`config.mk`:
```
export PLATFORM = sky130hd
export DESIGN_NAME = mux_scan_sequencer_flat
export DESIGN_NICKNAME = d
export VERILOG_FILES = /design/src/rtl/mux_scan_pkg.sv /design/src/rtl/mux_scan_sequencer_if.sv /design/src/rtl/mux_scan_ctr.sv /design/src/rtl/mux_scan_sequencer.sv /design/src/flat_wrapper.sv
export SDC_FILE = /design/constraint.sdc
export NUM_CORES = 1
export LEC_CHECK = 0
export BUFFER_PORTS_ARGS = -buffer_cell sky130_fd_sc_hd__buf_4
export CAP_MARGIN = 20
export CORE_ASPECT_RATIO = 1.75
export CORE_UTILIZATION = 30
export CTS_CLUSTER_DIAMETER = 150
export DETAILED_ROUTE_END_ITERATION = 7
export PLACE_DENSITY = 0.51
export SLEW_MARGIN = 20
export SYNTH_ARGS = -nofsm -noshare
export SYNTH_HDL_FRONTEND = slang
export SYNTH_SLANG_ARGS = --single-unit
```
`constraint.sdc`:
```
create_clock -name clk -period 1.4 [get_ports clk]
set_input_delay 0.35 -clock clk [delete_from_list [all_inputs] [get_ports clk]]
set_output_delay 0.35 -clock clk [all_outputs]
set_load 0.01 [all_outputs]
```
`src/rtl/mux_scan_pkg.sv`:
```
// mux_scan_pkg: shared state type and sizes for the mux scan sequencer
package mux_scan_pkg;
  typedef enum logic [1:0] {IDLE, SCAN, DONE} state_t;
  localparam int N_IN = 8;
  localparam int SEL_W = 3;
endpackage

```
`src/rtl/mux_scan_sequencer_if.sv`:
```
// mux_scan_sequencer_if: scan request, mux select and word handshake; parity only with MUX_SCAN_PARITY_EN
interface mux_scan_sequencer_if;
  import mux_scan_pkg::*;
  logic start, mux_in, busy, word_valid, word_ready;
  logic [SEL_W-1:0] sel;
  logic [N_IN-1:0] word;
`ifdef MUX_SCAN_PARITY_EN
  logic parity;
  modport master(input start, mux_in, word_ready, output sel, busy, word, word_valid, parity);
  modport slave(output start, mux_in, word_ready, input sel, busy, word, word_valid, parity);
`else
  modport master(input start, mux_in, word_ready, output sel, busy, word, word_valid);
  modport slave(output start, mux_in, word_ready, input sel, busy, word, word_valid);
`endif
endinterface

```
`src/rtl/mux_scan_ctr.sv`:
```
// mux_scan_ctr: scan step counter; wraps to 0 after the last step
module mux_scan_ctr
  import mux_scan_pkg::*;
(
  input  logic             clk,
  input  logic             rst_n,
  input  logic             clear,
  input  logic             enable,
  output logic [SEL_W-1:0] idx,
  output logic             last
);
  always_ff @(posedge clk)
    idx <= (!rst_n || clear) ? '0 : enable ? idx + 1'b1 : idx;
  assign last = idx == SEL_W'(N_IN - 1);
endmodule

```
`src/rtl/mux_scan_sequencer.sv`:
```
// mux_scan_sequencer: steps an 8:1 bit mux through all selects and assembles the sampled word.
// Define MUX_SCAN_PARITY_EN to add a registered parity output over the word.
module mux_scan_sequencer
  import mux_scan_pkg::*;
#(
  parameter bit MSB_FIRST = 0
) (
  input logic clk,
  input logic rst_n,
  mux_scan_sequencer_if.master bus
);
  state_t state;
  logic [N_IN-1:0] shadow, shadow_nxt;
  logic [SEL_W-1:0] idx;
  logic last;
  mux_scan_ctr u_ctr (
    .clk, .rst_n, .clear(state != SCAN), .enable(state == SCAN), .idx, .last
  );
  // idx rests at 0 outside SCAN, so sel parks at the first select of the scan order
  assign bus.sel = MSB_FIRST ? SEL_W'(N_IN - 1) - idx : idx;
  always_comb begin
    shadow_nxt = shadow;
    shadow_nxt[bus.sel] = bus.mux_in;
  end
  always_ff @(posedge clk) begin
    if (!rst_n) begin
      state <= IDLE;
      shadow <= '0;
      bus.busy <= 1'b0;
      bus.word <= '0;
      bus.word_valid <= 1'b0;
`ifdef MUX_SCAN_PARITY_EN
      bus.parity <= 1'b0;
`endif
    end else begin
      case (state)
        IDLE: if (bus.start) begin
          state <= SCAN;
          bus.busy <= 1'b1;
        end
        SCAN: begin
          shadow <= shadow_nxt;
          if (last) begin
            state <= DONE;
            bus.busy <= 1'b0;
            bus.word <= shadow_nxt;
            bus.word_valid <= 1'b1;
`ifdef MUX_SCAN_PARITY_EN
            bus.parity <= ^shadow_nxt;
`endif
          end
        end
        DONE: if (bus.word_ready) begin
          state <= bus.start ? SCAN : IDLE;
          bus.busy <= bus.start;
          bus.word_valid <= 1'b0;
        end
        default: state <= IDLE;
      endcase
    end
  end
endmodule

```
`src/flat_wrapper.sv`:
```
// flat-port wrapper written by rule: the top's interface ports become plain ports
module mux_scan_sequencer_flat import mux_scan_pkg::*;
#(
  parameter bit MSB_FIRST = 0
)
  (clk, rst_n, bus_start, bus_mux_in, bus_word_ready, bus_sel, bus_busy, bus_word, bus_word_valid);
  mux_scan_sequencer_if bus_i ();
  input logic clk;
  input logic rst_n;
  input wire logic [$bits(bus_i.start)-1:0] bus_start;
  input wire logic [$bits(bus_i.mux_in)-1:0] bus_mux_in;
  input wire logic [$bits(bus_i.word_ready)-1:0] bus_word_ready;
  output wire logic [$bits(bus_i.sel)-1:0] bus_sel;
  output wire logic [$bits(bus_i.busy)-1:0] bus_busy;
  output wire logic [$bits(bus_i.word)-1:0] bus_word;
  output wire logic [$bits(bus_i.word_valid)-1:0] bus_word_valid;
  assign bus_i.start = bus_start;
  assign bus_i.mux_in = bus_mux_in;
  assign bus_i.word_ready = bus_word_ready;
  assign bus_sel = bus_i.sel;
  assign bus_busy = bus_i.busy;
  assign bus_word = bus_i.word;
  assign bus_word_valid = bus_i.word_valid;
  mux_scan_sequencer #(.MSB_FIRST(MSB_FIRST)) u_core (.clk(clk), .rst_n(rst_n), .bus(bus_i));
endmodule
```
## Word level (Yosys, flattened, before mapping)

Cells that the tools add are included.

| operators by class | value |
|---|---|
| $lt $le $gt $ge | 2 |
| multiplexer cells | 15 |
| eq/ne operators | 7 |
| add/subtract/negate cells | 1 |
| reduce and logical (&&, ||, !) cells | 10 |

Operators with widths:

| cell | number |
|---|---|
| $bwmux W8 | 1 |
| $mux W1 | 7 |
| $mux W2 | 3 |
| $pmux W2 S3 | 1 |
| $reduce_and A3 Y1 | 2 |
| $lt A3 B4 Y1 const B | 1 |
| $ne A2 B1 Y1 const B | 2 |
| $ne A2 B2 Y1 const B | 2 |
| $reduce_and A4 Y1 | 1 |
| $add A3 B1 Y3 const B | 1 |
| $demux W1 S3 | 1 |
| $eq A3 B3 Y1 const B | 1 |
| $ge A3 B1 Y1 const B | 1 |
| $pmux W1 S3 | 1 |
| $reduce_bool A3 Y1 | 1 |
| $eq A2 B1 Y1 const B | 1 |
| $eq A2 B2 Y1 const B | 1 |
| $logic_not A2 Y1 | 1 |
| $pmux W1 S2 | 1 |
| $reduce_and A2 Y1 | 1 |
| $reduce_bool A2 Y1 | 1 |
| $logic_and A1 B1 Y1 | 1 |
| $logic_not A1 Y1 | 1 |
| $logic_or A1 B1 Y1 | 1 |

| word-level totals | value |
|---|---|
| register bits | 23 |
| word-level logic and storage cells | 41 |
| output and inout bits | 13 |

## Depth between registers and ports, before layout

Gate-level depths: netlist of the first run.

| depth | value |
|---|---|
| depth after elaboration | 5 |
| depth in mapped cells | 7 |
| depth with buffers taken out | 5 |

## By module

A second synthesis of the first run with hierarchy kept.

| unflattened totals | value |
|---|---|
| cells, all modules | 108 |
| area total of the unflattened synthesis | 1021.0 um^2 |

Modules (own cells, without submodules):

| module | times used | cells an instance | area an instance (um^2) |
|---|---|---|---|
| mux_scan_sequencer | 1 | 96 | 889.6 |
| mux_scan_ctr | 1 | 12 | 131.4 |

## Worst setup path before layout of the first run

No wires, ideal clock.

| path | value |
|---|---|
| kind | reg2reg |
| from | register u_core.u_ctr.idx[0] |
| to | register u_core.state[1] |
| period minus slack after synthesis | 1501 ps |
| cell stages (with the launch flop) | 7 |
| library setup time | 115 ps |
| required time | 1285 ps |
| arrival time | 1387 ps |
| slack | -101 ps |
| path buffers | 2 |
| cell sequence | dfxtp_1 > ha_1 > ha_1 > and3b_1 > buf_2 > buf_6 > o21a_1 |

| between the ends | value |
|---|---|
| cells in the longest elaborated chain, start to end | 3 |

Ends and longest elaborated chain:

| what | RTL line | RTL |
|---|---|---|
| start: declaration | mux_scan_ctr.sv:9 | `output logic [SEL_W-1:0] idx,` |
| start signal: assignment | mux_scan_ctr.sv:13 | `idx <= (!rst_n \|\| clear) ? '0 : enable ? idx + 1'b1 : idx;` |
| $eq A3 B3 Y1 | mux_scan_ctr.sv:14 | `assign last = idx == SEL_W'(N_IN - 1);` |
| $ne A2 B1 Y1 (no source line) | n/a |  |
| $reduce_and A3 Y1 (no source line) | n/a |  |
| end signal: assignment | mux_scan_sequencer.sv:54 | `state <= bus.start ? SCAN : IDLE;` |
| end: declaration | mux_scan_sequencer.sv:12 | `state_t state;` |

No other way between the ends.
A chain may end at the register's enable or synchronous reset.

## Worst setup path after layout of the first run

| path | value |
|---|---|
| from | register u_core.u_ctr.idx[0] |
| to | register u_core.state[0] |

Same word-level chain as after synthesis.

==> flow_summary_export.csv, run 1 <==
group,metric,value,unit
job,cap_violations,0,
drt,ant_nets,0,
synth,synthArstFlopShare,0,
floorplan,die_h,80.7,um
clocking,cts_tree,"yes",
synth,synth.top_cell.area_share,0.433,
global_route,grt_pass1_vias,823,
drt,route.vias.total,924,
worst_setup_path,required,1.59,ns
worst_setup_path,reg2regPathDepth,5,
floorplan,core,0.00336,mm2
power,powerDensity,893,mW/mm2
worst_setup_path,r2r_slack,0.07,ns
synth,syn_nets,125,
clocking,clkSlewWorstSetupHoldPaths,0.08,ns
clocking,root_buffer,"clkbuf_8",
final_layout,diodes,0,
clocking,post_cts_buffers,0,
drt,first_iter_violations,27,
placed_design,hpwlAfterDp,1710,um
min_path,hold_path_class,"input pin to register",
drt,routed_via_density,5.02,
global_route,antenna_found_initial,0,
clocking,cts_buffer_depth,2,
worst_setup_path,setup.worst_path.class,"register to register",
power,leakage,0.574,nW
worst_setup_path,endpoint,"u_core.state[0]",
worst_setup_path,regToRegStartpoint,"u_core.u_ctr.idx[0]",
final_layout,final_common_cell,"buf_4",
sta,period_minus_slack,1.33,ns
floorplan,io_pins,18,
worst_setup_path,arrival,1.52,ns
floorplan,fp.dieArea,0.00379,mm2
synth,synth_edf_count,0,
placed_design,dp_slack,-0.174,ns
clocking,cts_buffers,3,
drt,wl_per_cell,13.1,um
global_route,grt.total_usage,0.141,
sta,fmax,754,MHz
sta,fin_crit_sh,0.948,
final_layout,areaGrowthSynthToFinish,24.5,%
synth,ys_top_cells_by_area,"dfxtp_1 (43%), mux2i_1 (7.5%), nand2_1 (4.9%), o21ai_0 (4.7%), nor2b_1 (3.5%)",
sta,max_slew_margin,0.809,
synth,synth_area,0.00106,mm2
drt,drc,0,
worst_setup_path,cp-startpoint,"u_core.u_ctr.idx[0]",
synth,synth.avg_cell_area,9.00,um2
sta,fin_ws,0.0730,ns
drt,totalWireLength,2400,um
synth,ys_warn_count,0,
floorplan,row_count,28,
sta,drv_slew,0,
floorplan,start_util,0.316,
synth,yosysUniqueCellTypes,32,
sta,worst_pin_slew,0.285,ns
worst_setup_path,cp-start-kind,"register",
placed_design,numPortBuffers,17,
clocking,clk_latency,0.26,ns
power,irDropWorstVdd,571,uV
global_route,grt_max_degree,18,
worst_setup_path,end_kind,"register",
sta,clock_skew,0.00295,ns
synth,ys_seq_elements,23,
floorplan,die_width,47.0,um
synth,synth_ff_type,"dfxtp_1",
synth,synth.largest_area_cell,"dfxtp_1",
sta,rsz0062_at_grt,"yes",
clocking,htreeDepth,1,
drt,first_pass_iters,4,
final_layout,utilization,0.393,
worst_setup_path,critPathMaxFanout,3,
final_layout,drive_gt1_frac,0.266,
global_route,grt_first_pass_wirelength,3840,um
sta,tns,0,ns
sta,hold_violations,0,
global_route,overflow,0,
worst_setup_path,rr_endpoint,"u_core.state[0]",
clocking,clkSinkCount,23,
sta,holdWs,0.362,ns
placed_design,place_congestion,0.787,
synth,ys_seq_area_frac,0.433,
synth,synth_cells,118,
final_layout,layout.nets,147,
sta,setup_viol,0,
final_layout,final_cell_mix,"buf_4 (24), dfxtp_1 (21), nand2_1 (14)",
run_status,status,"complete, no violations",
[cell usage after synthesis, types with 2 or more instances]
master,number
a21boi_0,2
a21oi_1,6
a31oi_1,4
and3_1,2
buf_2,5
clkbuf_1,2
dfxtp_1,23
ha_1,2
inv_1,2
mux2i_1,8
nand2_1,14
nand2b_1,3
nand3_1,3
nand3b_1,2
nor2_1,3
nor2b_1,6
nor3b_1,2
o211ai_1,3
o21ai_0,10
o31ai_1,4
[flip-flops by register name, summed over array words and instances, names as in the netlist]
signal,flops
u_core.bus.word,8
u_core.shadow,8
u_core.u_ctr.idx,3
u_core.state,2
u_core.bus.busy,1
u_core.bus.word_valid,1
[stage by stage]
stage / total power (W) / instances / area [um2]
global route: 0.00123 / 184 / 1320
finish: 0.00118 / 184 / 1320
CTS: 0.00120 / 184 / 1320
global placement: 0.000787 / 179 / 1260
detailed placement: 0.000790 / 179 / 1260
floorplan: 0.000747 / 118 / 1080
[critical path, stage by stage, from the launching register on]
cell and delay [ns]:
dfxtp_4 0.35, ha_2 0.17, ha_2 0.18, buf_4 0.14
a211o_1 0.27, a21boi_0 0.14
[layout make-up]
type / instances / area, um2
sequential: 23 / 465
clock inverter: 1 / 5.00
fill: 387 / 2040
inverter: 2 / 7.51
multi-input combinational: 86 / 567
timing repair buffer: 24 / 180
tap: 45 / 56.3
clock buffer: 3 / 41.3
[power by group]
part           total (W)  switching [W]  internal, W
Combinational   0.000101      0.0000564    0.0000447
Sequential      0.000672     0.00000915     0.000663
Clock           0.000407       0.000209     0.000199
[per-layer routing]
metal | GRT usage | wire (um) | vias up
li1 | - | - | 472
met1 | 0.165 | 1050 | 429
met2 | 0.240 | 1250 | 19
met3 | 0.0202 | 68 | 4
met4 | 0.0686 | 33 | 0
met5 | 0 | 0 | -
[repair_timing]
item | in CTS | in global routing
resized for setup | 1 | 4
endpoints found under the setup margin | 10 | 4
endpoints found under the hold margin | 0 | 0
cloned | 1 | 0
hold buffers | 0 | 0
[kinds of logic (layout without fill, tap and decap cells)]
| kind of cell | count (synthesis) | after routing | share of synthesized area |
|---|---|---|---|
| flip-flops | 23 | 23 | 0.433 |
| AO/OA/AOI/OAI | 36 | 36 | 0.216 |
| buffers and inverters | 10 | 30 | 0.0483 |
| AND/OR/NAND/NOR | 39 | 40 | 0.204 |
| adder cells (fa/ha/maj) | 2 | 2 | 0.0236 |
| multiplexers | 8 | 8 | 0.0754 |
[worst min-delay path by stage]
stage                           from          endpoint  slack, ns  cells after the start
floorplan           u_core.shadow[1]  u_core.shadow[1]       0.43                      2
global placement    u_core.shadow[3]  u_core.shadow[3]       0.45                      2
detailed placement  u_core.shadow[3]  u_core.shadow[3]       0.45                      2
CTS                        bus_start   u_core.state[0]       0.35                      3
global route               bus_start   u_core.bus.busy       0.37                      2
finish                     bus_start   u_core.state[0]       0.36                      3
No activity file was read; power rests on OpenSTA's default activity.
==> inputs of run 2 (changes only) <==
Settings changed: ABC_AREA set to 1, CORE_UTILIZATION 30 to 45, PLACE_DENSITY 0.51 to 0.69.
==> run 2 against run 1 <==
Maximum frequency is 1.8% lower. Non-clock buffer count is 1 lower. Synthesized area grew 7.7%. Via count rose by 20%. Clock skew is essentially flat. Combinational power grew 97%. Sequential share of layout area is 1.3 points lower. First-iteration DRC count rose by 11%. Highest routed layer unchanged.
==> flow_summary_export.csv, run 2 <==
group,metric,value,unit
sta,period_minus_slack,1.35,ns
global_route,grt_pass1_vias,1015,
power,leakage,0.671,nW
run_status,status,"complete, no violations",
sta,rsz0062_at_grt,"no",
synth,synth.top_cell.area_share,0.403,
drt,first_pass_iters,4,
power,pwr-share-comb,0.151,
clocking,cts_hold_buf,0,
synth,ys_seq_area_frac,0.403,
floorplan,fp.dieArea,0.00275,mm2
synth,synth_cells,165,
drt,first_iter_violations,30,
synth,synth.avg_cell_area,6.93,um2
final_layout,n_fill_cell,239,
placed_design,dp_slack,0.00395,ns
synth,yosysMostFrequentCell,"nand2_1",
clocking,clkSlewWorstSetupHoldPaths,0.08,ns
drt,ant_nets,0,
clocking,cts_buffer_depth,2,
synth,ys_warn_count,0,
global_route,grt.total_usage,0.199,
worst_setup_path,critPathSlowestCell,"dfxtp_1",
worst_setup_path,cp-start-kind,"register",
clocking,root_buffer,"clkbuf_8",
final_layout,final_common_cell,"nand2_1",
job,cap_violations,0,
global_route,grt_first_pass_wirelength,3840,um
sta,max_slew_margin,0.770,
clocking,htreeDepth,1,
drt,drc,0,
sta,fmax,740,MHz
final_layout,utilization,0.576,
drt,routed_via_density,5.26,
final_layout,largestRegisters,"u_core.bus.word: 8 flops, u_core.shadow: 8 flops, u_core.u_ctr.idx: 3 flops",
sta,hold_violations,0,
clocking,cts_buffers,3,
global_route,overflow,0,
power,internal-power,0.000970,W
synth,synthArstFlopShare,0,
floorplan,start_util,0.485,
power,irDropWorstVdd,574,uV
sta,clock_skew,0.00332,ns
final_layout,areaGrowthSynthToFinish,18.8,%
worst_setup_path,end_kind,"register",
worst_setup_path,cp_top_family,"adder cells",
drt,route.vias.total,1105,
clocking,clk_latency,0.26,ns
synth,synth_ff_type,"dfxtp_1",
floorplan,die_h,68.7,um
placed_design,place_congestion,0.831,
synth,ys_seq_elements,23,
sta,fin_ws,0.0483,ns
synth,synth_edf_count,0,
final_layout,drive_gt1_frac,0.178,
placed_design,hpwlAfterDp,1820,um
drt,totalWireLength,2450,um
placed_design,placed_area,0.00129,mm2
floorplan,io_pins,18,
synth,synth_commonest_cells,"nand2_1 (33), inv_1 (26), nand3_1 (24)",
sta,drv_slew,0,
sta,setup_viol,0,
synth,yosysUniqueCellTypes,21,
synth,synth.largest_area_cell,"dfxtp_1",
worst_setup_path,required,1.56,ns
final_layout,final_cell_mix,"nand2_1 (33), inv_1 (25), nand3_1 (24)",
final_layout,finish.instance_area,0.00136,mm2
sta,worst_pin_slew,0.344,ns
final_layout,layout.nets,193,
min_path,hold_path_class,"input pin to register",
worst_setup_path,critPathMaxStageDelay,0.32,ns
global_route,grt_max_degree,15,
floorplan,die_width,40.1,um
power,switching_share,0.265,
drt,wl_per_cell,11.7,um
worst_setup_path,arrival,1.52,ns
power,pwr-share-seq,0.539,
final_layout,diodes,0,
placed_design,numPortBuffers,17,
power,p_sw,0.000350,W
floorplan,row_count,23,
clocking,cts_tree,"yes",
worst_setup_path,setup.worst_path.class,"register to register",
clocking,clkSinkCount,23,
power,clkPwrFrac,0.310,
synth,ys_top_cells_by_area,"dfxtp_1 (40%), nand2_1 (11%), nand3_1 (11%), inv_1 (8.5%), nor2_1 (7.2%)",
sta,fin_crit_sh,0.965,
sta,tns,0,ns
global_route,antenna_found_initial,0,
floorplan,core,0.00236,mm2
synth,synth_area,0.00114,mm2
synth,syn_nets,172,
worst_setup_path,critPathMaxFanout,14,
worst_setup_path,crit_chain,"ha_1, ha_2, inv_2, nor2_4, buf_12, or2_0, nand3_1, inv_1",
power,powerDensity,972,mW/mm2
worst_setup_path,cp.buffers_inverters,3,
run 2: layout make-up:
class	instances	area (um2)	share of cell area
tap	25	31.3	0.0230
clock buffer	4	45.0	0.0331
inverter	28	105	0.0773
sequential	23	460	0.339
timing repair buffer	23	185	0.136
multi-input combinational	107	532	0.391
run 2: through the flow:
stage,power (W),instances,hold WS (ns)
2_1_floorplan,0.000873,165,0.469
3_3_place_gp,0.000918,205,0.453
3_5_place_dp,0.000927,205,0.472
4_1_cts,0.00133,209,0.348
5_1_grt,0.00139,210,0.347
6_report,0.00132,210,0.351
run 2: path summary, 6_finish.rpt:
kind	startpoint	to	slack [ns]	cells after the start
worst min-delay path	bus_start	u_core.state[0]	0.35	3
worst min register to register	u_core.bus.word_valid	u_core.bus.word_valid	0.49	2
worst max-delay path	u_core.u_ctr.idx[0]	u_core.bus.word[7]	0.05	8
worst max register to register	u_core.u_ctr.idx[0]	u_core.bus.word[7]	0.05	8
run 2: power groups by stage:
stage,logic [W],registers (W),clock network (W)
floorplan,0.000146,0.000727,0
global placement,0.000193,0.000724,0
detailed placement,0.000200,0.000727,0
CTS,0.000201,0.000712,0.000415
global route,0.000230,0.000717,0.000444
finish,0.000199,0.000712,0.000409
run 2: timing repair:
item | CTS | global route
buffers inserted | 0 | 1
setup endpoints to repair | 1 | 8
hold endpoints to repair | 0 | 0
gates resized for setup | 0 | 2
pin swaps | 1 | 1
run 2: kinds of logic after synthesis:
family | synth area share
AOI/OAI and AO/OA | 0.0788
adders and majority gates | 0.0219
and+or+nand+nor | 0.362
DFF | 0.403
buffers and inverters | 0.135
run 2: layer usage:
| metal | share of wire | up-vias | global-route usage |
|---|---|---|---|
| met5 | 0 | - | 0 |
| met4 | 0.013 | 0 | 0.0905 |
| met3 | 0.029 | 4 | 0.0192 |
| met2 | 0.55 | 24 | 0.385 |
| met1 | 0.40 | 517 | 0.194 |
| li1 | - | 560 | - |
run 2: tightest hold or removal path: stages:
cell and delay [ns]:
buf_4 0.08, nand4_1 0.08, o21ai_1 0.07
==> inputs of run 3 (changes only) <==
--- a/config.mk
+++ b/config.mk
@@ -15,2 +15,3 @@
 export PLACE_DENSITY = 0.69
+export REMOVE_ABC_BUFFERS = 1
 export SLEW_MARGIN = 20
--- a/constraint.sdc
+++ b/constraint.sdc
@@ -3,2 +3,2 @@
 set_output_delay 0.35 -clock clk [all_outputs]
-set_load 0.01 [all_outputs]
+set_load 0.05 [all_outputs]
==> run 3 against run 2 <==
Die area unchanged. Power up 1.1%. Largest power group unchanged. Register-to-register slack about the same. Clock skew up 0.0043 ns. Wire length down 13%. Critical path type unchanged. Clock power down 1%.
==> flow_summary_export.csv, run 3 (synthesis results as in run 2) <==
group,metric,value,unit
worst_setup_path,setup.worst_path.class,"register to register",
sta,holdWs,0.357,ns
floorplan,io_pins,18,
clocking,cts_buffers,3,
job,cap_violations,0,
clocking,root_buffer,"clkbuf_8",
run_status,status,"complete, no violations",
sta,fmax,745,MHz
global_route,antenna_found_initial,0,
placed_design,place_congestion,0.757,
final_layout,n_fill_cell,237,
drt,first_pass_iters,4,
power,power,0.00133,W
final_layout,final_common_cell,"nand2_1",
drt,totalWireLength,2140,um
final_layout,multiInputGateArea,529,um2
sta,period_minus_slack,1.34,ns
min_path,hold_path_startpoint,"bus_word_ready",
sta,setup_viol,0,
worst_setup_path,critPathSlowestCell,"dfxtp_1",
worst_setup_path,cp.buffers_inverters,3,
clocking,clk_latency,0.26,ns
final_layout,stdcell_count,210,
worst_setup_path,arrival,1.51,ns
worst_setup_path,regToRegStartpoint,"u_core.u_ctr.idx[0]",
sta,max_slew_margin,0.800,
drt,ant_nets,0,
floorplan,row_count,23,
drt,drc,0,
sta,hold_violations,0,
placed_design,dp.cells,205,
global_route,overflow,0,
worst_setup_path,critPathMaxFanout,14,
clocking,htreeDepth,1,
final_layout,finish.instance_area,0.00136,mm2
final_layout,areaGrowthSynthToFinish,18.7,%
worst_setup_path,cp-startpoint,"u_core.u_ctr.idx[0]",
global_route,grt.total_usage,0.178,
final_layout,layout.nets,193,
sta,worst_pin_slew,0.300,ns
final_layout,drive_gt1_frac,0.178,
final_layout,diodes,0,
power,leakage,0.677,nW
floorplan,die_h,68.7,um
floorplan,die_width,40.1,um
final_layout,regArea,460,um2
floorplan,core,0.00236,mm2
worst_setup_path,end_kind,"register",
drt,routed_via_density,4.98,
placed_design,dp_slack,0.0426,ns
global_route,grt_pass1_vias,870,
clocking,cts_tree,"yes",
final_layout,largestRegisters,"u_core.bus.word: 8 flops, u_core.shadow: 8 flops, u_core.u_ctr.idx: 3 flops",
global_route,grt_first_pass_wirelength,3390,um
worst_setup_path,crit_chain,"ha_1, ha_1, inv_2, nor2_4, buf_12, or2_0, nand3_1, inv_1",
worst_setup_path,path_common_cell,"ha_1",
drt,first_iter_violations,19,
floorplan,fp.dieArea,0.00275,mm2
worst_setup_path,cp-start-kind,"register",
clocking,clkSlewWorstSetupHoldPaths,0.08,ns
worst_setup_path,cp_top_family,"adder cells",
sta,drv_slew,0,
power,irDropWorstVdd,619,uV
sta,fin_crit_sh,0.959,
power,powerDensity,983,mW/mm2
sta,clock_skew,0.00765,ns
worst_setup_path,required,1.57,ns
placed_design,numPortBuffers,17,
drt,route.vias.total,1045,
placed_design,hpwlAfterDp,1610,um
clocking,cts_buffer_depth,2,
final_layout,final_cell_mix,"nand2_1 (33), inv_1 (25), nand3_1 (24)",
min_path,hold_path_class,"input pin to register",
global_route,grt_max_degree,16,
drt,wl_per_cell,10.2,um
sta,fin_ws,0.0571,ns
worst_setup_path,critPathMaxStageDelay,0.32,ns
clocking,cts_hold_buf,0,
clocking,clkSinkCount,23,
sta,rsz0062_at_grt,"yes",
placed_design,placed_area,0.00129,mm2
floorplan,start_util,0.485,
==> run 3: cell types whose count changed in the layout (fill, tap and decap cells not counted), sizes merged <==
cell | before | now
clkinv | 0 | 1
clkbuf | 4 | 3
==> run 3: path summary, 6_finish.rpt <==
kind                                 to  slack (ns)  cells after the start
setup / recovery     u_core.bus.word[7]        0.06                      8
setup reg to reg     u_core.bus.word[7]        0.06                      8
hold / removal    u_core.bus.word_valid        0.36                      4
hold reg to reg   u_core.bus.word_valid        0.46                      2
==> run 3: through the flow <==
stage / utilization / setup TNS (ns)
floorplan: - / -4.04
global placement: 0.547 / 0
detailed placement: 0.547 / 0
CTS: 0.567 / 0
global route: 0.575 / -0.00151
finish: 0.575 / 0
==> run 3: final cells by class <==
class / count / share of cell area
clock buffers: 3 / 0.0304
clock inverters: 1 / 0.00369
inverters: 28 / 0.0774
multi-input cells: 107 / 0.390
flip-flops and latches: 23 / 0.339
well taps: 25 / 0.0230
repair buffers: 23 / 0.136
==> run 3: per-layer routing <==
metal | GRT usage | vias up | part of all wire
met1 | 0.192 | 467 | 0.45
li1 | - | 561 | -
met4 | 0.0905 | 0 | 0.0098
met3 | 0.0192 | 2 | 0.026
met5 | 0 | - | 0
met2 | 0.321 | 15 | 0.51
==> run 3: repair_timing <==
item | CTS | global route
resized for setup | 0 | 1
setup buffers | 0 | 1
endpoints found under the setup margin | 0 | 8
hold endpoints to repair | 0 | 0
==> run 3: report_power, final <==
part / leakage, nW / switching, W / internal (W)
Clock: 0.0255 / 0.000207 / 0.000198
Combinational: 0.464 / 0.000141 / 0.0000781
Sequential: 0.188 / 0.0000202 / 0.000690
Total: 0.677 / 0.000368 / 0.000967
==> run 3: worst min-delay path, delay by kind of cell <==
| kind | cells | cell delay [ns] |
|---|---|---|
| simple gates | 2 | 0.09 |
| buf+inv | 1 | 0.08 |
| compound gates | 1 | 0.05 |
